### config.mk
export PLATFORM = sky130hd
export DESIGN_NAME = cc_flag_stack
export DESIGN_NICKNAME = d
export VERILOG_FILES = /design/src/rtl/cc_pkg.sv /design/src/rtl/cc_lifo.sv /design/src/rtl/cc_flag_stack.sv
export SDC_FILE = /design/constraint.sdc
export NUM_CORES = 1
export LEC_CHECK = 0
export CAP_MARGIN = 20
export CORE_MARGIN = 10
export CORE_UTILIZATION = 54
export CTS_CLUSTER_DIAMETER = 100
export DETAILED_ROUTE_END_ITERATION = 12
export GPL_ROUTABILITY_DRIVEN = 0
export PLACE_DENSITY = 0.89
export SYNTH_ARGS = -nofsm -noshare
export SYNTH_HDL_FRONTEND = slang
export SYNTH_HIERARCHICAL = 1
export SYNTH_SLANG_ARGS = --single-unit
### constraint.sdc
create_clock -name clk -period 3.65 [get_ports clk]
set_input_delay 0.73 -clock clk [delete_from_list [all_inputs] [get_ports clk]]
set_output_delay 0.73 -clock clk [all_outputs]
set_load 0.02 [all_outputs]
### src/rtl/cc_pkg.sv
// Shared definitions for the condition-code register and its save/restore stack.
package cc_pkg;

    localparam int unsigned CC_C      = 0;
    localparam int unsigned CC_Z      = 1;
    localparam int unsigned CC_N      = 2;
    localparam int unsigned CC_V      = 3;
    localparam int unsigned CC_FLAG_W = 4;

endpackage : cc_pkg

### src/rtl/cc_lifo.sv
// Register-array LIFO holding saved condition codes; exposes the top entry and a depth count.
module cc_lifo #(
    parameter  int unsigned W       = 4,
    parameter  int unsigned DEPTH   = 4,
    localparam int unsigned DEPTH_W = $clog2(DEPTH + 1)
) (
    input  logic               clk,
    input  logic               reset,
    input  logic               push,
    input  logic               pop,
    input  logic [W-1:0]       din,
    output logic [W-1:0]       top_c,
    output logic [DEPTH_W-1:0] depth,
    output logic               full_c,
    output logic               empty_c
);

    localparam int unsigned IDX_W = (DEPTH > 1) ? $clog2(DEPTH) : 1;

    logic [W-1:0]       mem [DEPTH];
    logic [IDX_W-1:0]   wr_idx_c;
    logic [IDX_W-1:0]   rd_idx_c;

    assign full_c   = (depth == DEPTH_W'(DEPTH));
    assign empty_c  = (depth == '0);
    assign wr_idx_c = IDX_W'(depth);
    assign rd_idx_c = IDX_W'(depth - DEPTH_W'(1));
    assign top_c    = empty_c ? '0 : mem[rd_idx_c];

    // Depth saturates at both ends; push/pop against the limit is ignored here.
    always_ff @(posedge clk) begin
        if (reset) begin
            depth <= '0;
        end else if (push && !full_c) begin
            depth <= depth + DEPTH_W'(1);
        end else if (pop && !empty_c) begin
            depth <= depth - DEPTH_W'(1);
        end
    end

    // Entries are not reset: an entry is only read after it has been written.
    always_ff @(posedge clk) begin
        if (push && !full_c) begin
            mem[wr_idx_c] <= din;
        end
    end

endmodule : cc_lifo

### src/rtl/cc_flag_stack.sv
// Condition-code register with masked ALU update and a save/restore stack for nested interrupts.
// Optional move-to-CC write port enabled by defining CC_SW_WRITE_EN.
module cc_flag_stack
    import cc_pkg::*;
#(
    parameter  int unsigned FLAG_W  = CC_FLAG_W,
    parameter  int unsigned DEPTH   = 4,
    localparam int unsigned DEPTH_W = $clog2(DEPTH + 1)
) (
    input  logic               clk,
    input  logic               reset,
    input  logic [FLAG_W-1:0]  alu_flags,
    input  logic [FLAG_W-1:0]  alu_we,
    input  logic               int_entry,
    input  logic               reti,
    input  logic               err_clr,
`ifdef CC_SW_WRITE_EN
    input  logic               sw_we,
    input  logic [FLAG_W-1:0]  sw_flags,
`endif
    output logic [FLAG_W-1:0]  cc_flags,
    output logic [DEPTH_W-1:0] cc_depth,
    output logic               cc_ovf_err,
    output logic               cc_unf_err
);

    logic [FLAG_W-1:0] nxt_c;
    logic [FLAG_W-1:0] flags_d_c;
    logic [FLAG_W-1:0] top_c;
    logic              full_c;
    logic              empty_c;
    logic              restore_c;
    logic              push_c;
    logic              pop_c;
    logic              ovf_ev_c;
    logic              unf_ev_c;

    cc_lifo #(
        .W     (FLAG_W),
        .DEPTH (DEPTH)
    ) u_lifo (
        .clk     (clk),
        .reset   (reset),
        .push    (push_c),
        .pop     (pop_c),
        .din     (nxt_c),
        .top_c   (top_c),
        .depth   (cc_depth),
        .full_c  (full_c),
        .empty_c (empty_c)
    );

    // A restore (reti with saved context) overrides any flag update; a tail-chain
    // (reti + int_entry) restores without touching the stack.
    always_comb begin
        nxt_c = (cc_flags & ~alu_we) | (alu_flags & alu_we);
`ifdef CC_SW_WRITE_EN
        if (sw_we) begin
            nxt_c = sw_flags;
        end
`endif
        restore_c = reti & ~empty_c;
        push_c    = int_entry & ~restore_c & ~full_c;
        pop_c     = restore_c & ~int_entry;
        ovf_ev_c  = int_entry & ~restore_c & full_c;
        unf_ev_c  = reti & ~int_entry & empty_c;
        flags_d_c = restore_c ? top_c : nxt_c;
    end

    // Error events win over a same-cycle clear.
    always_ff @(posedge clk) begin
        if (reset) begin
            cc_flags   <= '0;
            cc_ovf_err <= 1'b0;
            cc_unf_err <= 1'b0;
        end else begin
            cc_flags   <= flags_d_c;
            cc_ovf_err <= ovf_ev_c | (cc_ovf_err & ~err_clr);
            cc_unf_err <= unf_ev_c | (cc_unf_err & ~err_clr);
        end
    end

endmodule : cc_flag_stack

Word level (Yosys, flattened, before mapping):

Memory sizes are Yosys's and may differ from the RTL's.
Cells that the tools add are included.

* input port bits: 13
* memories kept: 1
* register bits after elaboration: 9
* RAM bits: 16

Memories
* u_lifo.mem: words 4, bits a word 4, read ports 1, clocked after Yosys merged registers in 0, write ports 1, line cc_lifo.sv:20 `logic [W-1:0] mem [DEPTH];`

* equal/unequal tests: 1
* add/sub/neg operators: 2
* bitwise logic cells: 20
* reduce and logical (&&, ||, !) cells: 6
* muxes and demuxes: 6

Operators with widths (number)
* bitwise AND 1 bit: 9
* bitwise AND 4 bit: 2
* 2-to-1 mux 4 bit: 2
* 2-to-1 mux 3 bit: 2
* NOT 1 bit: 5
* NOT 4 bit: 1
* OR 4 bit: 1
* adder 3 x 1 -> 3 bit (second input constant): 1
* equality test 3 bit (second input constant): 1
* zero test 3 bit: 1
* subtractor 3 x 1 -> 3 bit (second input constant): 1
* logical AND 1 bit: 2
* zero test 1 bit: 2
* 2-to-1 mux 1 bit: 2
* OR 1 bit: 2
* nonzero test 2 bit: 1

Logic depth before layout (Yosys ltp):

Gate-level depths: netlist (run 1).

* depth in word-level cells: 9
* depth in mapped cells: 12

Hierarchy:

The synthesis (run 1) kept the hierarchy.

By module, submodules not included
* cc_lifo: area an instance 895.9 sq um, cells an instance 58, instances 1
* cc_flag_stack: area an instance 304.0 sq um, cells an instance 29, instances 1

Worst setup path before layout (run 1):

OpenSTA, ideal clock, no wires.

* path kind: register to register
* start: register u_lifo.depth[0]
* end: register u_lifo.depth[2]
* stages on the path, launching flop included: 13
* library setup time: 0.074 ns
* period minus slack after synthesis: 2.434 ns
* buffers on the path: 3
* required time: 3.576 ns
* setup slack: 1.216 ns
* arrival: 2.360 ns
* cell sequence: dfxtp_1 > buf_2 > inv_1 > ha_1 > ha_1 > nand2b_4 > buf_6 > nand2_1 > nor2_1 > a21boi_2 > buf_6 > or3_1 > a31oi_1

* word-level cells in the longest chain between the ends: 8

RTL lines
* start, declared: line cc_lifo.sv:13 `output logic [DEPTH_W-1:0] depth,`
* start signal, assigned: line cc_lifo.sv:35 `depth <= depth + DEPTH_W'(1);`
* start signal, assigned: line cc_lifo.sv:37 `depth <= depth - DEPTH_W'(1);`
* zero test 3 bit (*): line cc_lifo.sv:25 `assign empty_c = (depth == '0);`
* via empty_c: line cc_flag_stack.sv:31 `logic empty_c;`
* NOT 1 bit (*): line cc_flag_stack.sv:62 `restore_c = reti & ~empty_c;`
* bitwise AND 1 bit (*): line cc_flag_stack.sv:62
* NOT 1 bit (*): line cc_flag_stack.sv:63 `push_c = int_entry & ~restore_c & ~full_c;`
* bitwise AND 1 bit (*) (2 in series): line cc_flag_stack.sv:63
* via push_c: line cc_flag_stack.sv:33 `logic push_c;`
* logical AND 1 bit (*): line cc_lifo.sv:34 `end else if (push && !full_c) begin`
* 2-to-1 mux 3 bit or nonzero test 2 bit (tied branches)

Mark *: on every way through the listed nets, which the timed path passes. The rest lies on a longest branch. The select of a mux whose other input is x is not followed.
A chain may end at the register's enable or synchronous reset.

Worst setup path after layout (run 1):

* start: register u_lifo.depth[0]
* end: memory u_lifo.mem[2][2], enable pin

* word-level cells in the longest chain between the ends: 9

RTL lines
* zero test 3 bit: line cc_lifo.sv:25
* via empty_c: line cc_flag_stack.sv:31
* NOT 1 bit: line cc_flag_stack.sv:62
* bitwise AND 1 bit: line cc_flag_stack.sv:62
* NOT 1 bit: line cc_flag_stack.sv:63
* bitwise AND 1 bit (2 in series): line cc_flag_stack.sv:63
* via push_c: line cc_flag_stack.sv:33
* logical AND 1 bit: line cc_lifo.sv:43 `if (push && !full_c) begin`
* 2-to-1 mux 1 bit: line cc_lifo.sv:43
* 2-to-1 mux 1 bit (implied by the code): line cc_lifo.sv:44 `mem[wr_idx_c] <= din;`
* end, declared: line cc_lifo.sv:20

The timed path passes the listed nets, and every way through them passes these cells.

==> impl_metrics.yaml, run 1 <==
clock_network:
  cts_tree: "yes"
  insertion_delay_ns: 0.32
  postCtsHoldBufs: 0
  cts_buffer_depth: 2
  ctsResizeCount: 0
  post_cts_buffers: 0
  htree_levels: 1
  cts_made_buffers: 3
  cts_sinks: 25
  clk_pin_slew_worst_paths_ns: 0.13
  cts_root_buf: "clkbuf_4"
placed_design:
  post_dp_cell_area_sq_um: 1418
  dpl.hpwl_um: 1769
  io_buffers: 21
timing:
  finalCritPeriodShare: 0.6921
  rsz0062_at_grt: "false"
  skew_ns: 0.01719
  setup_viol: 0
  worst_slew_pin_slew_ns: 0.4723
  max_slew_margin: 0.6847
  fmax_mhz: 395.9
  drv_slew: 0
  min_period_ns: 2.526
  hold_viol_final: 0
  fin_setup_tns_ns: 0
global_routing:
  grt_pass1_vias: 785
  grt_start_max_net_pins: 14
  grt_first_pass_wirelength_um: 3650
  grt_antenna_before_repair: 0
  overflow: 0
  grtUsageTotal: 0.1087
setup_path:
  arrival_ns: 2.56
  critical_path.endpoint: "u_lifo/mem[2][2]$_DFFE_PP_"
  cp.required_ns: 3.68
  r2r-end: "u_lifo/mem[2][2]$_DFFE_PP_"
  path_depth: 8
  regToRegStartpoint: "u_lifo/depth[0]$_SDFFE_PP0P_"
  reg2regPathDepth: 8
  cp-end-kind: "flop"
  critical_path_class: "flop to flop"
  crit_buf_inv: 1
  startpoint: "u_lifo/depth[0]$_SDFFE_PP0P_"
  path_cells: "inv_1, ha_1, ha_1, nand2b_4, nand2_1, nor2_1, a21boi_2, and2_2"
  critPathLaunchType: "flop"
  slowest_delay_ns: 0.47
  critPathMostFrequentCell: "ha_1"
  cp_slowest_cell: "dfxtp_1"
  crit_family: "simple AND/OR/NAND/NOR gates"
  rrSetupSlack_ns: 1.12
  cp_max_fo: 12
floorplan:
  core_region_area_sq_um: 2170
  die_w_um: 67.14
  rows: 17
  start_util: 0.5531
  pin_count: 22
  die_y_um: 67.14
  die-area_sq_um: 4508
logic_synthesis:
  synth_area_per_cell_sq_um: 13.79
  ys.warnings.count: 6
  synthCells: 87
  synth_fp_nets: 106
  synthDistinctLibCells: 24
  synth_top_area_share: 0.4004
  synth_top_area_cell: "edfxtp_1"
  syn_area_sq_um: 1200
  synth-seq-cells: 25
  seq_area_frac_synth: 0.5506
  ys_top_cells_by_area: "edfxtp_1, dfxtp_1, mux4_2"
power_and_ir_drop:
  peakVddDrop_mv: 0.3069
  swShare: 0.2789
  p_int_w: 0.0004689
  clockPowerShare: 0.183
  seqPwrFrac: 0.533
  finalPower_w: 0.0006503
  switchingPower_w: 0.0001814
  pwr-share-comb: 0.284
  power.density_nw_per_um2: 450.4
  leakage_nw: 0.5387
routing:
  routed-via-count: 719
  first_pass_iters: 4
  wl_per_cell_um: 16.28
  finalWirelength_um: 2230
  drtIter0Drc: 23
  antenna_left: 0
  drc_errors: 0
  vias_per_cell: 5.248
min_path:
  whs_path_depth: 2
  hp-class: "flop to flop"
run_status:
  status: "complete, no violations"
layout:
  final_layout_size_suffix_gt1_frac: 0.1651
  final.fill_count: 176
  fin_area_sq_um: 1444
  antenna_cells: 0
  syn2layout_area_growth_pct: 20.33
  fin_nets: 129
run:
  drv_cap: 0
[cells in the mapped netlist]
cell and instances:
edfxtp_1 16, dfxtp_1 9, nor2_1 7, ha_1 6, and2_2 5, nor2b_1 5, inv_1 4, mux2_4 4
mux2i_1 4, mux4_2 4, nand2_1 3, nand3b_1 3, or3_1 3, a31oi_1 2, buf_6 2, nor3_1 2
a21boi_2 1, a21oi_1 1, a32oi_1 1, buf_2 1, nand2b_1 1, nand2b_4 1, o21a_1 1, o31a_1 1
[registers in the layout (all words and copies together) (netlist names)]
signal        cells
cc_unf_err        1
u_lifo/depth      3
cc_flags          4
cc_ovf_err        1
u_lifo/mem       16
[per-stage QoR]
stage          hold slack, ns  instances  utilization  setup slack (ns)
2_1_floorplan          0.5295         87            -             1.216
3_3_place_gp           0.4482        133       0.6534             1.196
3_5_place_dp           0.4621        133       0.6534             1.156
4_1_cts                0.4798        137       0.6655             1.156
5_1_grt                0.5208        137       0.6655            0.9449
6_report               0.4745        137       0.6655             1.124
[layer usage]
metal  track usage  vias up  wire [um]  part of all wire
li1              -      359          -                 -
met1        0.1132      339        890              0.40
met2        0.1872       16       1168              0.52
met3       0.03471        5        122             0.055
met4       0.06667        0         48             0.022
met5             0        -          0                 0
[power groups by stage]
stage | Sequential [W] | Combinational, W | Clock, W
4_1_cts | 0.000347 | 0.000185 | 0.000120
2_1_floorplan | 0.000359 | 0.000122 | 0
6_report | 0.000346 | 0.000185 | 0.000119
3_5_place_dp | 0.000353 | 0.000184 | 0
3_3_place_gp | 0.000353 | 0.000182 | 0
5_1_grt | 0.000350 | 0.000200 | 0.000134
[cells by family after synthesis]
logic type,count (synthesis),synth area share
adder cells (fa/ha/maj),6,0.06256
flip-flops,25,0.5506
multiplexers,12,0.1585
buffers and inverters,7,0.03544
AND/OR/NAND/NOR,30,0.1481
AO/OA/AOI/OAI,7,0.04484
[worst reg2reg max path, delay by kind of cell, from the launching register on]
kind | cells | cell delay (ns)
adder cells (fa/ha/maj) | 2 | 0.50
buffers and inverters | 1 | 0.17
AND/OR/NAND/NOR | 4 | 0.71
AO/OA/AOI/OAI | 1 | 0.40
flip-flops | 1 | 0.47
[final cells by class]
cell class,count,area [sq um],share of cell area
multi-input cells,55,496.7,0.3440
clock buffers,4,26.28,0.01820
flip-flops and latches,25,660.6,0.4575
inverters,4,15.01,0.01040
well taps,28,35.03,0.02426
repair buffers,21,210.2,0.1456
[cells in the final DEF, fill, tap and decap left out]
cell | synthesis | final
a21oi_1 | 1 | 1
dfxtp_1 | 9 | 9
clkbuf_4 | 0 | 3
edfxtp_1 | 16 | 16
mux2_4 | 4 | 4
o21a_1 | 1 | 1
nor2_1 | 7 | 7
a21boi_2 | 1 | 1
nand2b_1 | 1 | 1
nand3b_1 | 3 | 3
mux4_2 | 4 | 4
nand2_1 | 3 | 3
nor2b_1 | 5 | 5
inv_1 | 4 | 4
ha_1 | 6 | 6
nor3_1 | 2 | 2
a32oi_1 | 1 | 1
o31a_1 | 1 | 1
mux2i_1 | 4 | 4
or3_1 | 3 | 3
a31oi_1 | 2 | 2
clkdlybuf4s50_1 | 0 | 21
nand2b_4 | 1 | 1
clkbuf_1 | 0 | 1
and2_2 | 5 | 5
[worst min path at each step]
stage | from | to | slack [ns]
floorplan | cc_unf_err$_SDFF_PP0_ | cc_unf_err$_SDFF_PP0_ | 0.53
global placement | cc_unf_err$_SDFF_PP0_ | cc_unf_err$_SDFF_PP0_ | 0.45
detailed placement | cc_unf_err$_SDFF_PP0_ | cc_unf_err$_SDFF_PP0_ | 0.46
CTS | cc_unf_err$_SDFF_PP0_ | cc_unf_err$_SDFF_PP0_ | 0.48
global route | cc_unf_err$_SDFF_PP0_ | cc_unf_err$_SDFF_PP0_ | 0.52
finish | cc_unf_err$_SDFF_PP0_ | cc_unf_err$_SDFF_PP0_ | 0.47
(Power assumes the default switching activity.)
==> inputs of run 2 (changes only) <==
--- a/config.mk
+++ b/config.mk
@@ -7,11 +7,11 @@
 export LEC_CHECK = 0
 export CAP_MARGIN = 20
 export CORE_MARGIN = 10
-export CORE_UTILIZATION = 54
+export CORE_UTILIZATION = 46
 export CTS_CLUSTER_DIAMETER = 100
 export DETAILED_ROUTE_END_ITERATION = 12
 export GPL_ROUTABILITY_DRIVEN = 0
-export PLACE_DENSITY = 0.89
+export PLACE_DENSITY = 0.81
 export SYNTH_ARGS = -nofsm -noshare
 export SYNTH_HDL_FRONTEND = slang
 export SYNTH_HIERARCHICAL = 1
==> constraint.sdc (replaced) <==
create_clock -name clk -period 2.1 [get_ports clk]
set_input_delay 0.42 -clock clk [delete_from_list [all_inputs] [get_ports clk]]
set_output_delay 0.42 -clock clk [all_outputs]
set_load 0.02 [all_outputs]
==> impl_metrics.yaml, run 2 (synthesized netlist as in run 1, its figures left out) <==
run_status:
  status: "complete, no violations"
floorplan:
  rows: 18
  core_region_area_sq_um: 2477
  die_w_um: 71.08
  start_util: 0.4843
  pin_count: 22
  die_y_um: 71.08
  die-area_sq_um: 5052
timing:
  worst_slew_pin_slew_ns: 0.3772
  skew_ns: 0.007920
  hold_ws_ns: 0.4735
  setup_viol: 0
  drv_slew: 0
  finalCritPeriodShare: 0.9274
  rsz0062_at_grt: "false"
  max_slew_margin: 0.7477
  min_period_ns: 1.948
  hold_viol_final: 0
  fmax_mhz: 513.5
  fin_setup_tns_ns: 0
routing:
  antenna_left: 0
  finalWirelength_um: 2410
  wl_per_cell_um: 16.74
  vias_per_cell: 5.236
  drtIter0Drc: 19
  routed-via-count: 754
  first_pass_iters: 4
  drc_errors: 0
setup_path:
  cp_max_fo: 10
  regToRegStartpoint: "u_lifo/depth[1]$_SDFFE_PP0P_"
  arrival_ns: 1.99
  slowest_delay_ns: 0.36
  rrSetupSlack_ns: 0.15
  path_cells: "inv_1, ha_2, ha_4, nand2b_4, nand2_1, nor2_1, a21boi_4, and2_2"
  r2r-end: "u_lifo/mem[1][2]$_DFFE_PP_"
  reg2regPathDepth: 8
  critical_path_class: "flop to flop"
  crit_family: "simple AND/OR/NAND/NOR gates"
  crit_buf_inv: 1
  cp-end-kind: "flop"
  critPathLaunchType: "flop"
  startpoint: "u_lifo/depth[1]$_SDFFE_PP0P_"
  cp.required_ns: 2.14
  cp_slowest_cell: "dfxtp_2"
layout:
  final_layout_size_suffix_gt1_frac: 0.2456
  top_regs: "u_lifo/mem x16, cc_flags x4, u_lifo/depth x3"
  syn2layout_area_growth_pct: 25.96
  antenna_cells: 0
  final_common_cell: "clkdlybuf4s50_1"
  largest_register_ffs: 16
  final_cell_mix: "clkdlybuf4s50_1, edfxtp_1, nor2_1, dfxtp_1"
  fin_nets: 134
  top_register: "u_lifo/mem"
power_and_ir_drop:
  power.density_nw_per_um2: 779.5
  leakage_nw: 0.5677
  swShare: 0.2834
  clockPowerShare: 0.181
  pwr-share-comb: 0.312
  peakVddDrop_mv: 0.4706
  seqPwrFrac: 0.506
  p_int_w: 0.0008443
  switchingPower_w: 0.0003340
global_routing:
  grt_antenna_before_repair: 0
  overflow: 0
  grt_pass1_vias: 831
  grt_first_pass_wirelength_um: 4091
  grt_start_max_net_pins: 14
  grtUsageTotal: 0.09869
min_path:
  hp-class: "flop to flop"
  min_from: "cc_unf_err$_SDFF_PP0_"
  holdPathEnd: "cc_unf_err$_SDFF_PP0_"
  whs_path_depth: 2
clock_network:
  cts_made_buffers: 3
  htree_levels: 1
  cts_buffer_depth: 2
  post_cts_buffers: 0
  ctsResizeCount: 0
  cts_root_buf: "clkbuf_4"
  cts_sinks: 25
  postCtsHoldBufs: 0
  insertion_delay_ns: 0.32
  clk_pin_slew_worst_paths_ns: 0.13
  cts_tree: "yes"
placed_design:
  dpl.hpwl_um: 1833
  io_buffers: 21
run:
  drv_cap: 0
-- run 2: area by class of cell --
cell class,instances,area (sq um)
Fill cell,207,965.9
Sequential cell,25,665.6
Multi-Input combinational cell,55,519.2
Timing Repair Buffer,26,247.7
Tap cell,30,37.54
Clock buffer,4,26.28
Inverter,4,15.01
-- run 2: tightest hold or removal path, delay by kind of cell (launching register included) --
family / cells / cell delay (ns)
DFF: 1 / 0.34
and+or+nand+nor: 1 / 0.06
AOI/OAI and AO/OA: 1 / 0.05
-- run 2: metal layers --
layer / GRT usage / up-vias / wire length (um)
met5: 0 / - / 0
met4: 0.03871 / 0 / 33
met3: 0.02510 / 4 / 106
met2: 0.1701 / 18 / 1225
met1: 0.1136 / 364 / 1045
li1: - / 368 / -
-- run 2: how the worst max path moves through the flow --
| stage | depth (start not counted) | slack [ns] | end |
|---|---|---|---|
| 3_3_place_gp | 6 | 0.05 | u_lifo/mem[3][0]$_DFFE_PP_ |
| 6_report | 8 | 0.15 | u_lifo/mem[1][2]$_DFFE_PP_ |
| 3_5_place_dp | 6 | 0.005 | u_lifo/mem[2][1]$_DFFE_PP_ |
| 2_1_floorplan | 12 | 0.01 | u_lifo/depth[2]$_SDFFE_PP0P_ |
| 4_1_cts | 8 | 0.08 | u_lifo/mem[2][0]$_DFFE_PP_ |
| 5_1_grt | 9 | 0.03 | u_lifo/depth[2]$_SDFFE_PP0P_ |
-- run 2: power by group through the flow --
stage / sequential [W] / clock, W / combinational [W]
2_1_floorplan: 0.000627 / 0 / 0.000229
3_3_place_gp: 0.000606 / 0 / 0.000361
3_5_place_dp: 0.000607 / 0 / 0.000363
4_1_cts: 0.000596 / 0.000220 / 0.000365
5_1_grt: 0.000602 / 0.000229 / 0.000405
6_report: 0.000596 / 0.000214 / 0.000368
-- run 2: stage by stage --
step	setup WS, ns	power [W]	instances	area (sq um)	util
after floorplan	0.009612	0.0008553	87	1226	-
after global placement	0.05085	0.0009670	140	1478	0.5965
after detailed placement	0.004807	0.0009699	140	1478	0.5965
after CTS	0.07976	0.001182	144	1504	0.6071
after global routing	0.03482	0.001236	144	1511	0.6101
final	0.1525	0.001178	144	1511	0.6101
